$ cat src/rtl/geva_pipe_pkg.sv
// Shared types and defaults for GEVA pipeline stage registers.
package geva_pipe_pkg;

    typedef enum logic [1:0] {
        EMPTY = 2'b00,
        ONE   = 2'b01,
        FULL  = 2'b10
    } skid_state_t;

    localparam int DEFAULT_WIDTH = 32;

endpackage

$ cat src/rtl/pipe_skid_reg.sv
// Two-entry elastic pipeline register with registered in_ready.
// Optional synchronous squash input enabled by PIPE_SKID_FLUSH_EN.
//
// state | meaning
// EMPTY | no word buffered, out_valid=0, in_ready=1
// ONE   | main holds the oldest word, skid free
// FULL  | main holds the oldest word, skid holds the next one, in_ready=0
module pipe_skid_reg
    import geva_pipe_pkg::*;
#(
    parameter int N = DEFAULT_WIDTH
) (
    input  logic         clk,
    input  logic         rst_n,
    input  logic         in_valid,
    output logic         in_ready,
    input  logic [N-1:0] in_data,
    output logic         out_valid,
    input  logic         out_ready,
`ifdef PIPE_SKID_FLUSH_EN
    input  logic         flush,
`endif
    output logic [N-1:0] out_data
);

    skid_state_t  state;
    skid_state_t  next_state;
    logic [N-1:0] main_q;
    logic [N-1:0] skid_q;
    logic         load_main;
    logic         load_skid;
    logic         main_from_skid;

    always_comb begin
        next_state     = state;
        load_main      = 1'b0;
        load_skid      = 1'b0;
        main_from_skid = 1'b0;
        case (state)
            EMPTY: begin
                if (in_valid) begin
                    next_state = ONE;
                    load_main  = 1'b1;
                end
            end
            ONE: begin
                if (in_valid && out_ready) begin
                    load_main = 1'b1;
                end else if (in_valid) begin
                    next_state = FULL;
                    load_skid  = 1'b1;
                end else if (out_ready) begin
                    next_state = EMPTY;
                end
            end
            FULL: begin
                if (out_ready) begin
                    next_state     = ONE;
                    main_from_skid = 1'b1;
                end
            end
            default: next_state = EMPTY;
        endcase
`ifdef PIPE_SKID_FLUSH_EN
        // Squash wins over everything and leaves the data registers untouched.
        if (flush) begin
            next_state     = EMPTY;
            load_main      = 1'b0;
            load_skid      = 1'b0;
            main_from_skid = 1'b0;
        end
`endif
    end

    // Handshake flags are registered alongside the state so no combinational path leaves the block.
    always_ff @(posedge clk or negedge rst_n) begin
        if (!rst_n) begin
            state     <= EMPTY;
            out_valid <= 1'b0;
            in_ready  <= 1'b1;
        end else begin
            state     <= next_state;
            out_valid <= (next_state != EMPTY);
            in_ready  <= (next_state != FULL);
        end
    end

    always_ff @(posedge clk or negedge rst_n) begin
        if (!rst_n) begin
            main_q <= '0;
        end else if (load_main) begin
            main_q <= in_data;
        end else if (main_from_skid) begin
            main_q <= skid_q;
        end
    end

    always_ff @(posedge clk or negedge rst_n) begin
        if (!rst_n) begin
            skid_q <= '0;
        end else if (load_skid) begin
            skid_q <= in_data;
        end
    end

    assign out_data = main_q;

endmodule

$ cat config.mk
export PLATFORM = sky130hd
export DESIGN_NAME = pipe_skid_reg
export DESIGN_NICKNAME = d
export VERILOG_FILES = /design/src/rtl/geva_pipe_pkg.sv /design/src/rtl/pipe_skid_reg.sv
export SDC_FILE = /design/constraint.sdc
export NUM_CORES = 1
export LEC_CHECK = 0
export CELL_PAD_IN_SITES_DETAIL_PLACEMENT = 2
export CELL_PAD_IN_SITES_GLOBAL_PLACEMENT = 2
export CORE_ASPECT_RATIO = 1.25
export CORE_MARGIN = 2
export CORE_UTILIZATION = 36
export CTS_CLUSTER_DIAMETER = 40
export DETAILED_ROUTE_END_ITERATION = 10
export PLACE_DENSITY_LB_ADDON = 0.1
export SYNTH_ARGS = -nofsm -noshare
export SYNTH_HDL_FRONTEND = slang
export SYNTH_SLANG_ARGS = --single-unit
$ cat constraint.sdc
create_clock -name clk -period 4.2 [get_ports clk]
set_input_delay 0.84 -clock clk [delete_from_list [all_inputs] [get_ports clk]]
set_output_delay 0.84 -clock clk [all_outputs]
set_load 0.02 [all_outputs]
== Word level (Yosys, flattened, before mapping) ==
Cells that the tools add are included.

* Equality and inequality tests: 3
* Multiplexer cells: 15
* Reductions and logical operators: 4

{| class="wikitable"
|+ Operators by type and width
! cell !! number
|-
| two-way mux 32 bit || 2
|-
| two-way mux 2 bit || 5
|-
| two-way mux 1 bit || 6
|-
| one-hot mux 2 bit (3 select lines) || 1
|-
| nonzero test 2 bit || 2
|-
| == test 2 x 1 -> 1 bit (second input constant) || 1
|-
| == test 2 bit (second input constant) || 1
|-
| logical NOT 2 bit || 1
|-
| inequality test 2 bit (second input constant) || 1
|-
| one-hot mux 1 bit (2 select lines) || 1
|-
| logical AND 1 bit || 1
|}

* Register bits after elaboration: 68
* Output and inout bits: 34
* Logic and storage cells: 27

== Logic depth before layout (Yosys ltp) ==
Gate-level depths: netlist (run 1).

* Depth after elaboration: 5
* Gate-level depth with buffers: 5

== Worst setup path before layout (run 1) ==
No wires, ideal clock.

* Path kind: input port to flip-flop
* Start point: input out_ready
* End point: register skid_q[16]
* Library setup time: 125 ps
* Arrival time: 1673 ps
* Data required time: 4075 ps
* Path slack: 2402 ps
* Stages: 4
* Cells stage by stage: nand2b_1 nor2_8 buf_6 mux2_2

* Cells in the longest elaborated chain, start to end: 3

{| class="wikitable"
|+ RTL lines
! element !! RTL line !! source
|-
| start: declaration || pipe_skid_reg.sv:19 || <nowiki>input logic out_ready,</nowiki>
|-
| logical AND 1 bit || pipe_skid_reg.sv:47 || <nowiki>if (in_valid && out_ready) begin</nowiki>
|-
| two-way mux 1 bit || pipe_skid_reg.sv:47 ||
|-
| two-way mux 1 bit || pipe_skid_reg.sv:39 || <nowiki>case (state)</nowiki>
|-
| end signal: assignment || pipe_skid_reg.sv:102 || <nowiki>skid_q <= in_data;</nowiki>
|-
| end: declaration || pipe_skid_reg.sv:29 || <nowiki>logic [N-1:0] skid_q;</nowiki>
|}

Every way passes these cells.
A chain may end at the register's enable or synchronous reset.

== Worst setup path after layout (run 1) ==
* Start point: register state[1]
* End point: register main_q[1] (netlist: out_data[1])

* Cells in the longest elaborated chain, start to end: 3
* Elaborated cells on any way between the ends: 7
* Those cells by class: 2 x eq/ne; 3 x mux; 2 x reduce/logical

{| class="wikitable"
|+ RTL lines
! element !! RTL line !! source
|-
| start: declaration || pipe_skid_reg.sv:26 || <nowiki>skid_state_t state;</nowiki>
|-
| start signal: assignment || pipe_skid_reg.sv:82 || <nowiki>state <= next_state;</nowiki>
|-
| == test 2 x 1 -> 1 bit, or another cell as far along || pipe_skid_reg.sv:39 ||
|-
| one-hot mux 1 bit (2 select lines) / two-way mux 1 bit (equally long branches) || pipe_skid_reg.sv:39 ||
|-
| two-way mux 32 bit / nonzero test 2 bit (equally long branches) || n/a ||
|-
| end signal: assignment || pipe_skid_reg.sv:92 || <nowiki>main_q <= in_data;</nowiki>
|-
| end signal: assignment || pipe_skid_reg.sv:94 || <nowiki>main_q <= skid_q;</nowiki>
|-
| end: declaration || pipe_skid_reg.sv:28 || <nowiki>logic [N-1:0] main_q;</nowiki>
|}

Parallel ways exist; a longest one is shown, timed or not.

==> impl_metrics.tcl, run 1 <==
set metrics [dict create \
    finalClockSkew_ns 0.00454 \
    maxSlewViolCount 0 \
    rsz0062_at_grt "no" \
    yosys.area_share.simple_pct 21.0 \
    finalHoldViolCount 0 \
    holdBufCountCts 0 \
    fp.coreArea_um2 9510 \
    start_util_pct 36.8 \
    p_leak_nw 1.70 \
    worstPathArrival_ns 2.67 \
    die_w_um 92.2 \
    ir_worst_vdd_v 0.000229 \
    syn_area_um2 3500 \
    critPathLaunchType "flip-flop" \
    nFillCells 999 \
    worst_pin_slew_ns 1.11 \
    grt_max_degree 68 \
    netlist_instances 307 \
    required_ns 4.41 \
    path_clk_slew_ns 0.06 \
    fmax_ghz 0.406 \
    placed_cells 479 \
    cts_made_buffers 9 \
    firstDrtPassIters 4 \
    num_antenna_cells 0 \
    final_layout_size_suffix_gt1_share_pct 15.4 \
    syn2layout_area_growth_pct 30.1 \
    insertion_delay_ns 0.33 \
    drc 0 \
    grt_first_pass_wirelength_mm 16.8 \
    cts-root-buf "clkbuf_16" \
    synth_cell_types 23 \
    ys_seq_elements 68 \
    vias 2721 \
    status "completed" \
    postRouteWirelength_mm 10.2 \
    drt_iter0_drc 87 \
    relSlewSlack_pct 26.3 \
    setup_viol 0 \
    post_drt_wl_per_cell_um 20.7 \
    synthAdderAreaFrac_pct 0 \
    synth_xor_area_share_pct 0 \
    fin_crit_sh_pct 58.6 \
    cts_tree "yes" \
    clockBufferDepth 2 \
    synth_compound_area_share_pct 15.1 \
    grt_pass1_vias 3044 \
    fp-row-count 40 \
    place.gp.congestion 0.682 \
    yosysSeqAreaShare_pct 48.7 \
    htreeDepth 3 \
    synth_top_family_by_area "simple AND/OR/NAND/NOR gates" \
    layout.nets 400 \
    tns_ns 0 \
    avgSynthCellArea_um2 11.4 \
    die_area_um2 10500 \
    post_cts_buffers 0 \
    clock_sinks 68 \
    final_period_minus_worst_setup_slack_ns 2.46 \
    power.density_nw_per_um2 596 \
    cts_resized 0 \
    path_class "reg -> reg" \
    ant_nets 0 \
    grtUsageTotal_pct 21.0 \
    dp_hpwl_mm 6.22 \
    die_h_um 114 \
    hold_path_class "reg -> reg" \
    grt_antenna_before_repair 0 \
    drv_cap 0 \
    ioPinCount 70 \
    avgViaCountPerCell 5.50 \
    path_max_fanout 65 \
    yosys_warnings 0 \
    grt-ovfl-total 0 \
    synth_nets 343 \
    port-buffer-count 69 \
    synth.area.mux_share_pct 10.6 \
    instances_no_fill 495 \
    cp-end-kind "flip-flop" \
]
worst max-delay path, stage by stage, from the launching register on:
cell and delay, ns:
dfrtp_2 1.10, nand2b_1 0.51, a21boi_2 0.12, buf_4 0.23, o311a_1 0.37
metal layers:
metal / wire length, µm / up-vias / track usage, %
met4: 161 / 0 / 8.36
li1: - / 1250 / -
met5: 0 / - / 0
met3: 271 / 10 / 3.29
met1: 4490 / 1412 / 26.0
met2: 5300 / 49 / 36.8
logic make-up (layout without fill, tap and decap cells):
logic type / Yosys count / in the layout
AO/OA/AOI/OAI: 70 / 70
buffers and inverters: 31 / 93
flip-flops: 68 / 68
multiplexers: 33 / 33
AND/OR/NAND/NOR: 105 / 105
power by group:
group | total [mW] | internal, mW | leakage (nW) | switching (mW)
Sequential | 1.07 | 0.902 | 0.783 | 0.166
Clock | 0.774 | 0.490 | 0.149 | 0.284
Combinational | 0.869 | 0.463 | 0.765 | 0.406
final timing paths:
kind	end	startpoint	depth (start not counted)	slack (ns)
max	out_data[1]$_DFFE_PN0P_	state[1]$_DFF_PN0_	4	1.74
min	skid_q[26]$_DFFE_PN0P_	skid_q[26]$_DFFE_PN0P_	1	0.49
max reg2reg	out_data[1]$_DFFE_PN0P_	state[1]$_DFF_PN0_	4	1.74
min reg2reg	skid_q[26]$_DFFE_PN0P_	skid_q[26]$_DFFE_PN0P_	1	0.49
max in group asynchronous	state[0]$_DFF_PN0_	rst_n	2	2.76
min in group asynchronous	out_data[17]$_DFFE_PN0P_	rst_n	1	0.59
per-stage QoR:
stage                     area, µm²  hold slack [ns]  worst slack [ns]  util (%)  total power [mW]
after floorplan                3500            0.458              2.40         -              1.56
after global placement         4250            0.468              1.51      44.6              1.91
after global routing           4550            0.531              1.59      47.8              2.87
after detailed placement       4250            0.486              1.46      44.6              1.96
final                          4550            0.491              1.74      47.8              2.71
after CTS                      4550            0.498              1.72      47.8              2.75
flip-flops by register name, indices dropped and copies added (netlist names):
signal	flops
out_valid	1
state	2
in_ready	1
out_data	32
skid_q	32
cell usage in the layout (no fill, tap or decap):
master and count:
clkdlybuf4s50_1 68, dfrtp_1 65, nor3b_1 62, nand2b_1 33
o21ai_0 32, o311a_1 30, mux2_2 25, clkbuf_16 9
mux2_1 8, buf_4 8, nand2_1 5, nor2b_1 2
o22ai_1 2, a311o_1 2, clkinv_2 2, clkbuf_8 2
dfrtp_2 2, nand2b_2 1, a21bo_2 1, a21oi_1 1
a21o_1 1, a21boi_2 1, nor2_2 1, nor2_8 1
clkinvlp_4 1, clkbuf_1 1, bufinv_16 1, dfstp_2 1
buf_2 1
Yosys cell counts (all sizes together):
| master | n | area share [%] |
|---|---|---|
| a21bo | 1 | 0.29 |
| dfstp | 1 | 0.75 |
| a21boi | 1 | 0.32 |
| o311a | 30 | 8.6 |
| nor2b | 2 | 0.36 |
| mux2 | 33 | 11 |
| nor2 | 2 | 0.68 |
| o22ai | 2 | 0.36 |
| buf | 18 | 3.2 |
| a21o | 1 | 0.21 |
| a21oi | 1 | 0.14 |
| o21ai | 32 | 4.6 |
| nand2b | 34 | 6.2 |
| nand2 | 5 | 0.54 |
| a311o | 2 | 0.57 |
| clkbuf | 13 | 1.4 |
| dfrtp | 67 | 48 |
| nor3b | 62 | 13 |
layout make-up:
class                           instances  area [µm²]  share of cell area (%)
Sequential cell                        68        1710                    37.5
Clock inverter                          4        47.5                    1.05
Timing Repair Buffer                   77         746                    16.4
Clock buffer                           12         256                    5.64
Multi-Input combinational cell        208        1640                    36.0
Tap cell                              126         158                    3.47
Note: power is estimated with default switching activity, not from simulation.
==> run 2, diff against run 1 <==
Settings changed: CORE_UTILIZATION 36 to 33.
Clock period 4.2 ns to 2.4 ns, I/O delays scaled along.
==> impl_metrics.tcl, run 2 (same netlist as run 1, synthesis figures left out) <==
set metrics [dict create \
    status "completed" \
    worstPathArrival_ns 2.20 \
    layout.nets 408 \
    rsz0062_at_grt "no" \
    grt_antenna_before_repair 0 \
    p_int_mw 3.32 \
    finalClockSkew_ns 0.00551 \
    fmax_ghz 0.515 \
    nFillCells 1086 \
    post_drt_wl_per_cell_um 20.5 \
    relSlewSlack_pct 36.8 \
    syn2layout_area_growth_pct 33.0 \
    cp-end-kind "flip-flop" \
    vias 2750 \
    layout_common_cells "68 x clkdlybuf4s50_1, 65 x dfrtp_1, 62 x nor3b_1" \
    critPathLaunchType "primary input" \
    cts-root-buf "clkbuf_16" \
    clock_power_share_pct 29.2 \
    port-buffer-count 69 \
    postRouteWirelength_mm 10.4 \
    combPwrFrac_pct 32.6 \
    required_ns 2.66 \
    whs_ns 0.162 \
    final_common_cell "clkdlybuf4s50_1" \
    seqPwrFrac_pct 38.2 \
    rr_startpoint "state[0]$_DFF_PN0_" \
    hold_path_class "in -> async" \
    drt_iter0_drc 86 \
    fp-row-count 42 \
    fp.coreArea_um2 10500 \
    grt_pass1_vias 3183 \
    grt_first_pass_wirelength_mm 17.1 \
    die_w_um 96.1 \
    die_h_um 119 \
    tns_ns 0 \
    start_util_pct 33.4 \
    maxSlewViolCount 0 \
    instances_no_fill 509 \
    place.gp.congestion 0.714 \
    final_period_minus_worst_setup_slack_ns 1.94 \
    htreeDepth 3 \
    setup_viol 0 \
    cts_tree "yes" \
    grt_max_degree 58 \
    insertion_delay_ns 0.33 \
    r2r_slack_ns 0.47 \
    r2r_end "out_data[21]$_DFFE_PN0P_" \
    holdBufCountCts 0 \
    post_cts_buffers 0 \
    die_area_um2 11400 \
    clock_sinks 68 \
    placed_cells 493 \
    firstDrtPassIters 4 \
    finish.utilization_pct 44.5 \
    drc 0 \
    drv_cap 0 \
    ir_worst_vdd_v 0.000395 \
    switching_share_pct 31.5 \
    grt-ovfl-total 0 \
    ioPinCount 70 \
    dp_hpwl_mm 6.65 \
    worst_pin_slew_ns 0.945 \
    grtUsageTotal_pct 19.9 \
    ant_nets 0 \
    cts_made_buffers 9 \
    cts_resized 0 \
    fin_crit_sh_pct 80.9 \
    num_antenna_cells 0 \
    p_leak_nw 1.75 \
    path_class "in -> reg" \
    avgViaCountPerCell 5.40 \
    final_layout_size_suffix_gt1_share_pct 17.5 \
    clockBufferDepth 2 \
    power.density_nw_per_um2 1040 \
    finalHoldViolCount 0 \
    ff2ff_path_depth 3 \
    switchingPower_mw 1.53 \
    power.total_mw 4.85 \
    path_clk_slew_ns 0.06 \
    path_max_fanout 30 \
]
==> run 2: cell types whose count changed in the layout (fill, tap and decap cells not counted), sizes merged <==
cell,delta
clkinv,+2
buf,+8
clkbuf,-3
bufinv,+1
==> run 2: how the worst max path moves through the flow <==
stage	from	to
3_5_place_dp	in_valid	out_data[3]$_DFFE_PN0P_
6_report	in_valid	out_data[21]$_DFFE_PN0P_
3_3_place_gp	in_valid	out_data[1]$_DFFE_PN0P_
2_1_floorplan	out_ready	skid_q[16]$_DFFE_PN0P_
4_1_cts	in_valid	out_data[3]$_DFFE_PN0P_
5_1_grt	state[0]$_DFF_PN0_	out_data[21]$_DFFE_PN0P_
==> run 2: worst max-delay path, stage by stage <==
cell and delay (ns):
clkdlybuf4s50_1 0.49, nand2b_1 0.15, a21boi_4 0.79, o311a_1 0.29
==> run 2: area by class of cell <==
class	count	area, µm²	share of cell area, %
Sequential cell	68	1710	36.7
Multi-Input combinational cell	208	1640	35.3
Timing Repair Buffer	85	821	17.6
Clock buffer	9	225	4.84
Tap cell	132	165	3.55
Clock inverter	7	91.3	1.96
==> run 2: stage by stage <==
step / area, µm² / setup WS [ns]
2_1_floorplan: 3500 / 0.962
3_3_place_gp: 4340 / 0.150
3_5_place_dp: 4340 / 0.0468
4_1_cts: 4650 / 0.396
5_1_grt: 4650 / 0.356
6_report: 4650 / 0.458
==> run 2: routing by layer <==
layer	vias up	GRT usage (%)	wire length [µm]
met3	6	4.17	296
met4	0	5.09	85
met1	1433	25.2	4620
met5	-	0	0
li1	1266	-	-
met2	45	34.0	5440
==> run 2: power groups by stage <==
| stage | Sequential, mW | Clock (mW) | Combinational (mW) |
|---|---|---|---|
| floorplan | 2.01 | 0 | 0.726 |
| global placement | 1.85 | 0 | 1.55 |
| detailed placement | 1.87 | 0 | 1.60 |
| CTS | 1.86 | 1.45 | 1.61 |
| global route | 1.91 | 1.51 | 1.72 |
| finish | 1.85 | 1.42 | 1.58 |
==> run 3, diff against run 2 <==
Clock period 2.4 ns to 2 ns, I/O delays scaled along.
==> impl_metrics.tcl, run 3 (same netlist as run 1, synthesis figures left out) <==
set metrics [dict create \
    final_area_um2 4650 \
    final_layout_size_suffix_gt1_share_pct 16.2 \
    status "completed" \
    cp-end-kind "flip-flop" \
    ioPinCount 70 \
    combPwrFrac_pct 34.8 \
    vias 2754 \
    setup_viol 0 \
    crit_slowest_cell "a21boi_4" \
    worst_pin_slew_ns 0.993 \
    critPathLaunchType "primary input" \
    layout.nets 408 \
    place.gp.congestion 0.682 \
    seqPwrFrac_pct 39.5 \
    insertion_delay_ns 0.33 \
    fp-row-count 42 \
    cts_tree "yes" \
    pre_cts_ws_ns -0.193 \
    grt_antenna_before_repair 0 \
    layout_common_cells "68 x clkdlybuf4s50_1, 65 x dfrtp_1, 62 x nor3b_1" \
    die_h_um 119 \
    drv_cap 0 \
    critPathMaxStageDelay_ns 0.81 \
    ant_nets 0 \
    p_leak_nw 1.74 \
    rsz0062_at_grt "no" \
    num_antenna_cells 0 \
    die_area_um2 11400 \
    crit_chain "clkdlybuf4s50_1 -> nand2b_1 -> a21boi_4 -> o311a_1" \
    grt_max_degree 68 \
    final_period_minus_worst_setup_slack_ns 1.83 \
    cts_made_buffers 9 \
    port-buffer-count 69 \
    drt_iter0_drc 88 \
    path_class "in -> reg" \
    post_drt_wl_per_cell_um 19.9 \
    dp_hpwl_mm 6.33 \
    relSlewSlack_pct 33.7 \
    clock_sinks 68 \
    worstPathArrival_ns 2.10 \
    placed_cells 492 \
    grtUsageTotal_pct 19.2 \
    finalClockSkew_ns 0.00673 \
    fmax_ghz 0.545 \
    finalHoldViolCount 0 \
    syn2layout_area_growth_pct 33.0 \
    power.density_nw_per_um2 1190 \
    cp_num_buf_inv 1 \
    fp.coreArea_um2 10500 \
    fin_crit_sh_pct 91.7 \
    avgViaCountPerCell 5.41 \
    p_int_mw 3.79 \
    required_ns 2.26 \
    instances_no_fill 509 \
    worst_slack_ns 0.167 \
    final_common_cell "clkdlybuf4s50_1" \
    switchingPower_mw 1.76 \
    grt_pass1_vias 3135 \
    post_cts_buffers 0 \
    cts-root-buf "clkbuf_16" \
    grt-ovfl-total 0 \
    cts_resized 0 \
    switching_share_pct 31.7 \
    hold_path_class "reg -> reg" \
    postRouteWirelength_mm 10.1 \
    place_area_um2 4380 \
    finish.utilization_pct 44.5 \
    drc 0 \
    critPathTopFamily "compound AO/OA/AOI/OAI gates" \
    start_util_pct 33.4 \
    htreeDepth 3 \
    path_clk_slew_ns 0.05 \
    path_max_fanout 30 \
    maxSlewViolCount 0 \
    ir_worst_vdd_v 0.000520 \
    grt_first_pass_wirelength_mm 16.6 \
    die_w_um 96.1 \
    clockBufferDepth 2 \
    firstDrtPassIters 4 \
    clock_power_share_pct 25.7 \
]
==> run 3: cell types whose count changed in the layout (fill, tap and decap cells not counted), sizes merged <==
cell,delta
clkinvlp,-1
buf,-1
clkinv,-2
dlygate4sd3,+1
clkbuf,+5
bufinv,-2
==> run 3: timing repair <==
item                                    4_1_cts  5_1_grt
endpoints found under the setup margin        0        0
endpoints found under the hold margin        21        0
hold buffers                                  1        0
==> run 3: area by class of cell <==
cell class / instances / area (µm²)
Clock inverter: 2 / 10.0
Clock buffer: 14 / 254
Multi-Input combinational cell: 208 / 1640
Fill cell: 1068 / 5810
Tap cell: 132 / 165
Sequential cell: 68 / 1710
Timing Repair Buffer: 85 / 873
==> run 3: final timing paths <==
path / depth (start not counted) / endpoint / slack, ns / startpoint
setup / recovery: 4 / out_data[1]$_DFFE_PN0P_ / 0.17 / in_valid
hold / removal: 1 / skid_q[14]$_DFFE_PN0P_ / 0.49 / skid_q[14]$_DFFE_PN0P_
setup reg to reg: 3 / out_data[1]$_DFFE_PN0P_ / 0.22 / state[1]$_DFF_PN0_
hold reg to reg: 1 / skid_q[14]$_DFFE_PN0P_ / 0.49 / skid_q[14]$_DFFE_PN0P_
max in group asynchronous: 3 / skid_q[30]$_DFFE_PN0P_ / 0.91 / rst_n
min in group asynchronous: 2 / out_data[18]$_DFFE_PN0P_ / 0.53 / rst_n
==> run 3: routing by layer <==
layer	routed length [µm]	GRT usage, %
met5	0	0
met4	220	8.48
met3	286	2.28
met2	5040	31.9
met1	4580	24.6
==> run 3: worst reg2reg max path, stage by stage, from the launching register on <==
cell and delay [ns]:
dfrtp_2 0.42, nand2b_1 0.21, a21boi_4 0.81, o311a_1 0.28
==> run 3: metrics by stage <==
step | power [mW] | hold slack [ns] | TNS [ns]
after CTS | 5.64 | 0.495 | 0
final | 5.56 | 0.488 | 0
after floorplan | 3.28 | 0.104 | 0
after detailed placement | 4.17 | 0.343 | -6.67
after global placement | 4.10 | 0.340 | -6.16
after global routing | 5.89 | 0.516 | 0
==> run 3: power by group through the flow <==
stage	Sequential (mW)	Clock, mW	Combinational, mW
4_1_cts	2.20	1.47	1.97
6_report	2.19	1.43	1.93
3_3_place_gp	2.19	0	1.91
2_1_floorplan	2.41	0	0.872
5_1_grt	2.27	1.52	2.10
3_5_place_dp	2.22	0	1.96
